===== src/rtl/instruction_cache_pkg.sv =====
// Shared constants and types for the L1 instruction cache and its refill bus.
package instruction_cache_pkg;

  localparam int unsigned ICLLEN     = 128;
  localparam int unsigned IC_ALEN    = 32;
  localparam int unsigned IC_NLINES  = 16;
  localparam int unsigned IC_WORDS   = ICLLEN / 32;
  localparam int unsigned IC_OFFBITS = $clog2(ICLLEN / 8);
  localparam int unsigned IC_IDXBITS = $clog2(IC_NLINES);
  localparam int unsigned IC_TAGBITS = IC_ALEN - IC_IDXBITS - IC_OFFBITS;

  typedef enum logic [1:0] {
    IDLE,
    FETCH,
    FILL
  } ic_state_t;

endpackage


===== src/rtl/instruction_bus.sv =====
// Line-refill bus between the instruction cache (consumer) and main memory (producer).
interface instruction_bus
  import instruction_cache_pkg::*;
#(
  parameter int unsigned ALEN = IC_ALEN,
  parameter int unsigned LLEN = ICLLEN
);
  logic            ldp;
  logic [ALEN-1:0] ldAddr;
  logic            ldr;
  logic [LLEN-1:0] ldData;

  modport consumer (output ldp, output ldAddr, input ldr, input ldData);
  modport producer (input ldp, input ldAddr, output ldr, output ldData);
endinterface


===== src/rtl/icache_array.sv =====
// Tag/data storage with valid bits: combinational read, synchronous write, one-cycle clear_all.
module icache_array
  import instruction_cache_pkg::*;
#(
  parameter int unsigned NLINES  = IC_NLINES,
  parameter int unsigned TAGBITS = IC_TAGBITS,
  localparam int unsigned IdxBits = $clog2(NLINES)
) (
  input  logic               i_clk,
  input  logic               i_rst_n,
  input  logic [IdxBits-1:0] i_rd_idx,
  output logic [TAGBITS-1:0] o_rd_tag,
  output logic [ICLLEN-1:0]  o_rd_data,
  output logic               o_rd_valid,
  input  logic               i_we,
  input  logic [IdxBits-1:0] i_wr_idx,
  input  logic [TAGBITS-1:0] i_wr_tag,
  input  logic [ICLLEN-1:0]  i_wr_data,
  input  logic               i_wr_valid,
  input  logic               i_clear_all
);

  logic [NLINES-1:0]  r_valid;
  logic [TAGBITS-1:0] r_tag  [NLINES];
  logic [ICLLEN-1:0]  r_data [NLINES];

  // clear_all has priority so a flush coinciding with a refill leaves the line invalid.
  always_ff @(posedge i_clk or negedge i_rst_n) begin
    if (!i_rst_n) begin
      r_valid <= '0;
    end else if (i_clear_all) begin
      r_valid <= '0;
    end else if (i_we) begin
      r_valid[i_wr_idx] <= i_wr_valid;
    end
  end

  always_ff @(posedge i_clk) begin
    if (i_we) begin
      r_tag[i_wr_idx]  <= i_wr_tag;
      r_data[i_wr_idx] <= i_wr_data;
    end
  end

  assign o_rd_valid = r_valid[i_rd_idx];
  assign o_rd_tag   = r_tag[i_rd_idx];
  assign o_rd_data  = r_data[i_rd_idx];

endmodule


===== src/rtl/instruction_cache.sv =====
// Direct-mapped read-only L1 instruction cache; zero-latency hits, single-line refill on miss.
module instruction_cache
  import instruction_cache_pkg::*;
#(
  parameter int unsigned NLINES = IC_NLINES,
  parameter int unsigned ALEN   = IC_ALEN
) (
  input  logic                    clk,
  input  logic                    rst,
  input  logic                    req_valid,
  input  logic [ALEN-1:0]         req_addr,
  input  logic                    flush,
  output logic [31:0]             instr,
  output logic                    hit,
  output logic                    stall,
  instruction_bus.consumer        bus
);

  localparam int unsigned IdxBits = $clog2(NLINES);
  localparam int unsigned TagBits = ALEN - IdxBits - IC_OFFBITS;
  localparam int unsigned SelBits = $clog2(IC_WORDS);

  ic_state_t           r_state, w_state_next;
  logic [ALEN-1:0]     r_miss_addr, w_miss_addr_next;
  logic                r_discard, w_discard_next;

  logic [IdxBits-1:0]  w_idx;
  logic [TagBits-1:0]  w_tag;
  logic [SelBits-1:0]  w_off;
  logic [TagBits-1:0]  w_rd_tag;
  logic [ICLLEN-1:0]   w_rd_line;
  logic                w_rd_valid;
  logic                w_refill;
  logic                w_unused_addr;

  assign w_idx         = req_addr[IC_OFFBITS +: IdxBits];
  assign w_tag         = req_addr[ALEN-1 -: TagBits];
  assign w_off         = req_addr[2 +: SelBits];
  assign w_unused_addr = ^req_addr[1:0];

  assign hit   = req_valid & w_rd_valid & (w_rd_tag == w_tag) & (r_state == IDLE) & ~flush;
  assign instr = hit ? w_rd_line[{w_off, 5'b0} +: 32] : 32'h0;
  assign stall = (req_valid & ~hit) | (r_state != IDLE);

  assign bus.ldp    = (r_state == FETCH);
  assign bus.ldAddr = r_miss_addr;
  assign w_refill   = (r_state == FETCH) & bus.ldr;

  icache_array #(
    .NLINES  (NLINES),
    .TAGBITS (TagBits)
  ) u_array (
    .i_clk       (clk),
    .i_rst_n     (rst),
    .i_rd_idx    (w_idx),
    .o_rd_tag    (w_rd_tag),
    .o_rd_data   (w_rd_line),
    .o_rd_valid  (w_rd_valid),
    .i_we        (w_refill),
    .i_wr_idx    (r_miss_addr[IC_OFFBITS +: IdxBits]),
    .i_wr_tag    (r_miss_addr[ALEN-1 -: TagBits]),
    .i_wr_data   (bus.ldData),
    .i_wr_valid  (~r_discard & ~flush),
    .i_clear_all (flush)
  );

  always_ff @(posedge clk or negedge rst) begin
    if (!rst) begin
      r_state     <= IDLE;
      r_miss_addr <= '0;
      r_discard   <= 1'b0;
    end else begin
      r_state     <= w_state_next;
      r_miss_addr <= w_miss_addr_next;
      r_discard   <= w_discard_next;
    end
  end

  always_comb begin
    w_state_next     = r_state;
    w_miss_addr_next = r_miss_addr;
    w_discard_next   = r_discard;
    unique case (r_state)
      IDLE: begin
        if (req_valid && !hit) begin
          w_state_next     = FETCH;
          w_miss_addr_next = {req_addr[ALEN-1:IC_OFFBITS], {IC_OFFBITS{1'b0}}};
        end
      end
      FETCH: begin
        if (flush) w_discard_next = 1'b1;
        if (bus.ldr) w_state_next = FILL;
      end
      FILL: begin
        // ldp is low here, so memory is idle again before the next lookup can miss.
        w_state_next   = IDLE;
        w_discard_next = 1'b0;
      end
      default: w_state_next = IDLE;
    endcase
  end

endmodule

===== src/flat_wrapper.sv =====
// flat-port wrapper written by rule: the top's interface ports become plain ports
module instruction_cache_flat import instruction_cache_pkg::*;
#(
  parameter int unsigned NLINES = IC_NLINES,
  parameter int unsigned ALEN   = IC_ALEN
)
  (clk, rst, req_valid, req_addr, flush, instr, hit, stall, bus_ldp, bus_ldAddr, bus_ldr, bus_ldData);
  instruction_bus #(.ALEN(ALEN)) bus_i ();
  input  logic clk;
  input  logic rst;
  input  logic req_valid;
  input  logic [ALEN-1:0] req_addr;
  input  logic flush;
  output logic [31:0] instr;
  output logic hit;
  output logic stall;
  output wire logic [$bits(bus_i.ldp)-1:0] bus_ldp;
  output wire logic [$bits(bus_i.ldAddr)-1:0] bus_ldAddr;
  input wire logic [$bits(bus_i.ldr)-1:0] bus_ldr;
  input wire logic [$bits(bus_i.ldData)-1:0] bus_ldData;
  assign bus_ldp = bus_i.ldp;
  assign bus_ldAddr = bus_i.ldAddr;
  assign bus_i.ldr = bus_ldr;
  assign bus_i.ldData = bus_ldData;
  instruction_cache #(.NLINES(NLINES), .ALEN(ALEN)) u_core (.clk(clk), .rst(rst), .req_valid(req_valid), .req_addr(req_addr), .flush(flush), .instr(instr), .hit(hit), .stall(stall), .bus(bus_i));
endmodule

===== config.mk =====
export PLATFORM = sky130hd
export DESIGN_NAME = instruction_cache_flat
export DESIGN_NICKNAME = d
export VERILOG_FILES = /design/src/rtl/instruction_cache_pkg.sv /design/src/rtl/instruction_bus.sv /design/src/rtl/icache_array.sv /design/src/rtl/instruction_cache.sv /design/src/flat_wrapper.sv
export SDC_FILE = /design/constraint.sdc
export NUM_CORES = 2
export LEC_CHECK = 0
export CAP_MARGIN = 10
export CELL_PAD_IN_SITES_DETAIL_PLACEMENT = 0
export CELL_PAD_IN_SITES_GLOBAL_PLACEMENT = 1
export CORE_MARGIN = 2
export CORE_UTILIZATION = 62
export CTS_BUF_LIST = sky130_fd_sc_hd__clkbuf_4
export DETAILED_ROUTE_END_ITERATION = 7
export GPL_ROUTABILITY_DRIVEN = 0
export PLACE_DENSITY_LB_ADDON = 0.1
export SETUP_SLACK_MARGIN = 0.4
export SYNTH_ARGS = -nofsm -noshare
export SYNTH_HDL_FRONTEND = slang
export SYNTH_HIERARCHICAL = 1
export SYNTH_SLANG_ARGS = --single-unit

===== constraint.sdc =====
create_clock -name clk -period 19.1 [get_ports clk]
set_input_delay 1.91 -clock clk [delete_from_list [all_inputs] [get_ports clk]]
set_output_delay 1.91 -clock clk [all_outputs]
set_load 0.05 [all_outputs]

==> flow_summary.json <==
{
  "worstPathArrival_ns": 8.93,
  "critPathRequiredTime_ns": 17.19,
  "ant_nets": 0,
  "p_leak_nw": 34.6,
  "fp.dieH_um": 395,
  "nets": 5026,
  "core.rowCount": 143,
  "path_max_fanout": 74,
  "dp_hpwl_um": 116000,
  "cap_violations": 0,
  "clockBufferDepth": 4,
  "grt_pass1_vias": 48500,
  "slew_violations": 0,
  "vdd_drop_max_mv": 0.0662,
  "crit_path_frequent_cell": "buf_4",
  "total_power_mw": 11.5,
  "worst_slew_pin_slew_ns": 1.27,
  "synth.distinct_cells": 46,
  "place_area_um2": 99200,
  "setup_slack_ns": 8.26,
  "cts.reportedPaths.clkPinSlew_ns": 0.06,
  "dpl.cell_count": 6268,
  "setup_viol_count_final": 0,
  "hold_ws_ns": 0.510,
  "first_iter_violations": 5005,
  "start_util": 0.624,
  "synthFlopType": "edfxtp_1",
  "ys_seq_area_frac": 0.784,
  "yosys_warnings": 6,
  "cts_tree": "yes",
  "crit_path_end_kind": "output port",
  "vias_per_cell": 6.54,
  "dp_slack_ns": 8.20,
  "clock_tree.root_cell": "clkbuf_4",
  "area_delta_synth_final_pct": 12.5,
  "grt_max_degree": 117,
  "via_count": 47700,
  "fin_crit_ns": 10.84,
  "wirelength_um": 227000,
  "drc": 0,
  "synth_top_area_frac": 0.771,
  "synth.avg_cell_area_um2": 22.9,
  "core-area_um2": 152000,
  "cpPeakStageDelay_ns": 0.95,
  "hp-class": "flop to flop",
  "slew_headroom": 0.156,
  "critPathKind": "input pin to output port",
  "period_share": 0.568,
  "slowest_stage": "or4_2",
  "syn_inst": 4140,
  "post_cts_buffers": 0,
  "clk_latency_ns": 1.28,
  "fin_area_um2": 106000,
  "synthTopCellsByCount": "2432 x edfxtp_1, 567 x mux4_2, 211 x a22oi_1",
  "postCtsHoldBufs": 0,
  "synth_area_leaders": "edfxtp_1 77%, mux4_2 13%, a22oi_1 1.7%, dfrtp_1 1.2%, mux2i_1 1.1%",
  "ios": 232,
  "portBuffers": 225,
  "dr.pass1.iters": 5,
  "synth_edf_count": 2432,
  "yosysMostFrequentCell": "edfxtp_1",
  "synthesis.area_um2": 94700,
  "drive_gt1_frac": 0.316,
  "track_usage": 0.296,
  "die_x_um": 395,
  "route.detailed.wl_per_inst_um": 31.1,
  "max_freq_ghz": 0.0922,
  "antenna_found_initial": 34,
  "ys_ff_latch": 2479,
  "grt_overflow": 0,
  "async_flop_share": 0.0190,
  "synth_top_area_cell": "edfxtp_1",
  "grt_pass1_wl_um": 328000,
  "finClkSkew_ns": 0.0420,
  "numCtsBuffers": 621,
  "cts_sinks": 2479,
  "fin_util": 0.702,
  "fin_cells": 7293,
  "rsz0062_at_grt": "false",
  "crit_chain": "buf_8, buf_4, buf_4, buf_4, nor2b_4, buf_4, a22oi_1, nand2_1, xor2_1, nor4_1, nand2_1, or4_2, buf_4, and2b_1, clkdlybuf4s50_1",
  "hold_viol_final": 0,
  "cts_resized": 0,
  "status": "complete, no violations",
  "startpoint_type": "input pin",
  "p_per_area_nw_per_um2": 108,
  "h-tree-depth": 6,
  "setup_tns_ns": 0,
  "die_area_um2": 156000
}
==> state kept, by name (all words and copies together), names as in the netlist <==
| signal | count |
|---|---|
| u_core/u_array/r_data | 2048 |
| u_core/u_array/r_tag | 384 |
| u_core/bus.ldAddr | 28 |
| u_core/u_array/r_valid | 16 |
| u_core/r_state | 2 |
| u_core/r_discard | 1 |
==> critical path, delay by kind of cell <==
kind / cells / cell delay, ns
simple gates: 6 / 2.18
xor+xnor: 1 / 0.08
buf+inv: 7 / 4.42
compound gates: 1 / 0.13
==> area by class of cell <==
class	instances	area [um2]
Fill cell	9505	45200
Multi-Input combinational cell	1427	19300
Tap cell	2030	2540
Timing Repair Buffer	330	3150
Clock buffer	897	6730
Clock inverter	113	533
Antenna cell	15	37.5
Sequential cell	2479	74200
Inverter	2	7.51
==> power by group <==
group          total (mW)  leakage [nW]  internal (mW)  switching [mW]
clock                4.13          4.40           2.19            1.94
combinational       0.942          7.73          0.325           0.616
sequential           6.44          22.5           6.29           0.147
==> routing by layer <==
layer  global-route usage  vias up  share of wire
li1                     -    19500              -
met1                0.419    25300           0.39
met2                0.470     2519           0.49
met3               0.0682      366          0.093
met4               0.0891       20          0.022
met5                    0        -        0.00053
==> path summary, 6_finish.rpt <==
check                                        from                             to  slack, ns  cells past startpoint
max in group asynchronous                     rst          u_core/bus.ldAddr[31]      17.79                      2
worst max register to register  u_core/r_state[0]  u_core/u_array/r_data[6][117]      13.86                      7
worst min register to register  u_core/r_state[1]               u_core/r_discard       0.51                      1
worst min-delay path            u_core/r_state[1]               u_core/r_discard       0.51                      1
worst max-delay path                  req_addr[5]                       instr[1]       8.26                     15
min in group asynchronous                     rst     u_core/u_array/r_valid[12]       0.78                      2
==> placed cells by master, fill, tap and decap left out, types with 23 or more instances in the layout <==
cell type / Yosys / final
clkbuf_4: 0 / 897
edfxtp_1: 2432 / 2432
mux2i_1: 108 / 108
nor2_1: 56 / 38
a41o_1: 27 / 27
nand2_1: 151 / 151
dfrtp_1: 47 / 47
mux4_2: 567 / 567
a22o_1: 27 / 27
mux4_1: 23 / 23
o22ai_1: 68 / 68
a22oi_1: 211 / 211
clkdlybuf4s50_1: 0 / 218
nor2b_1: 39 / 34
mux2_2: 28 / 28
clkinv_1: 0 / 90
buf_4: 38 / 97
==> cells by family (layout without fill, tap and decap cells) <==
logic type,after synthesis,count (layout),share of synthesized area
and+or+nand+nor,303,303,0.0147
buffers and inverters,237,1342,0.0148
muxes,726,726,0.156
AOI/OAI and AO/OA,370,370,0.0286
xor gates and xnor gates,24,24,0.00222
other,1,19,0.0000396
DFF,2479,2479,0.784
Power figures use the tool's default switching activity.
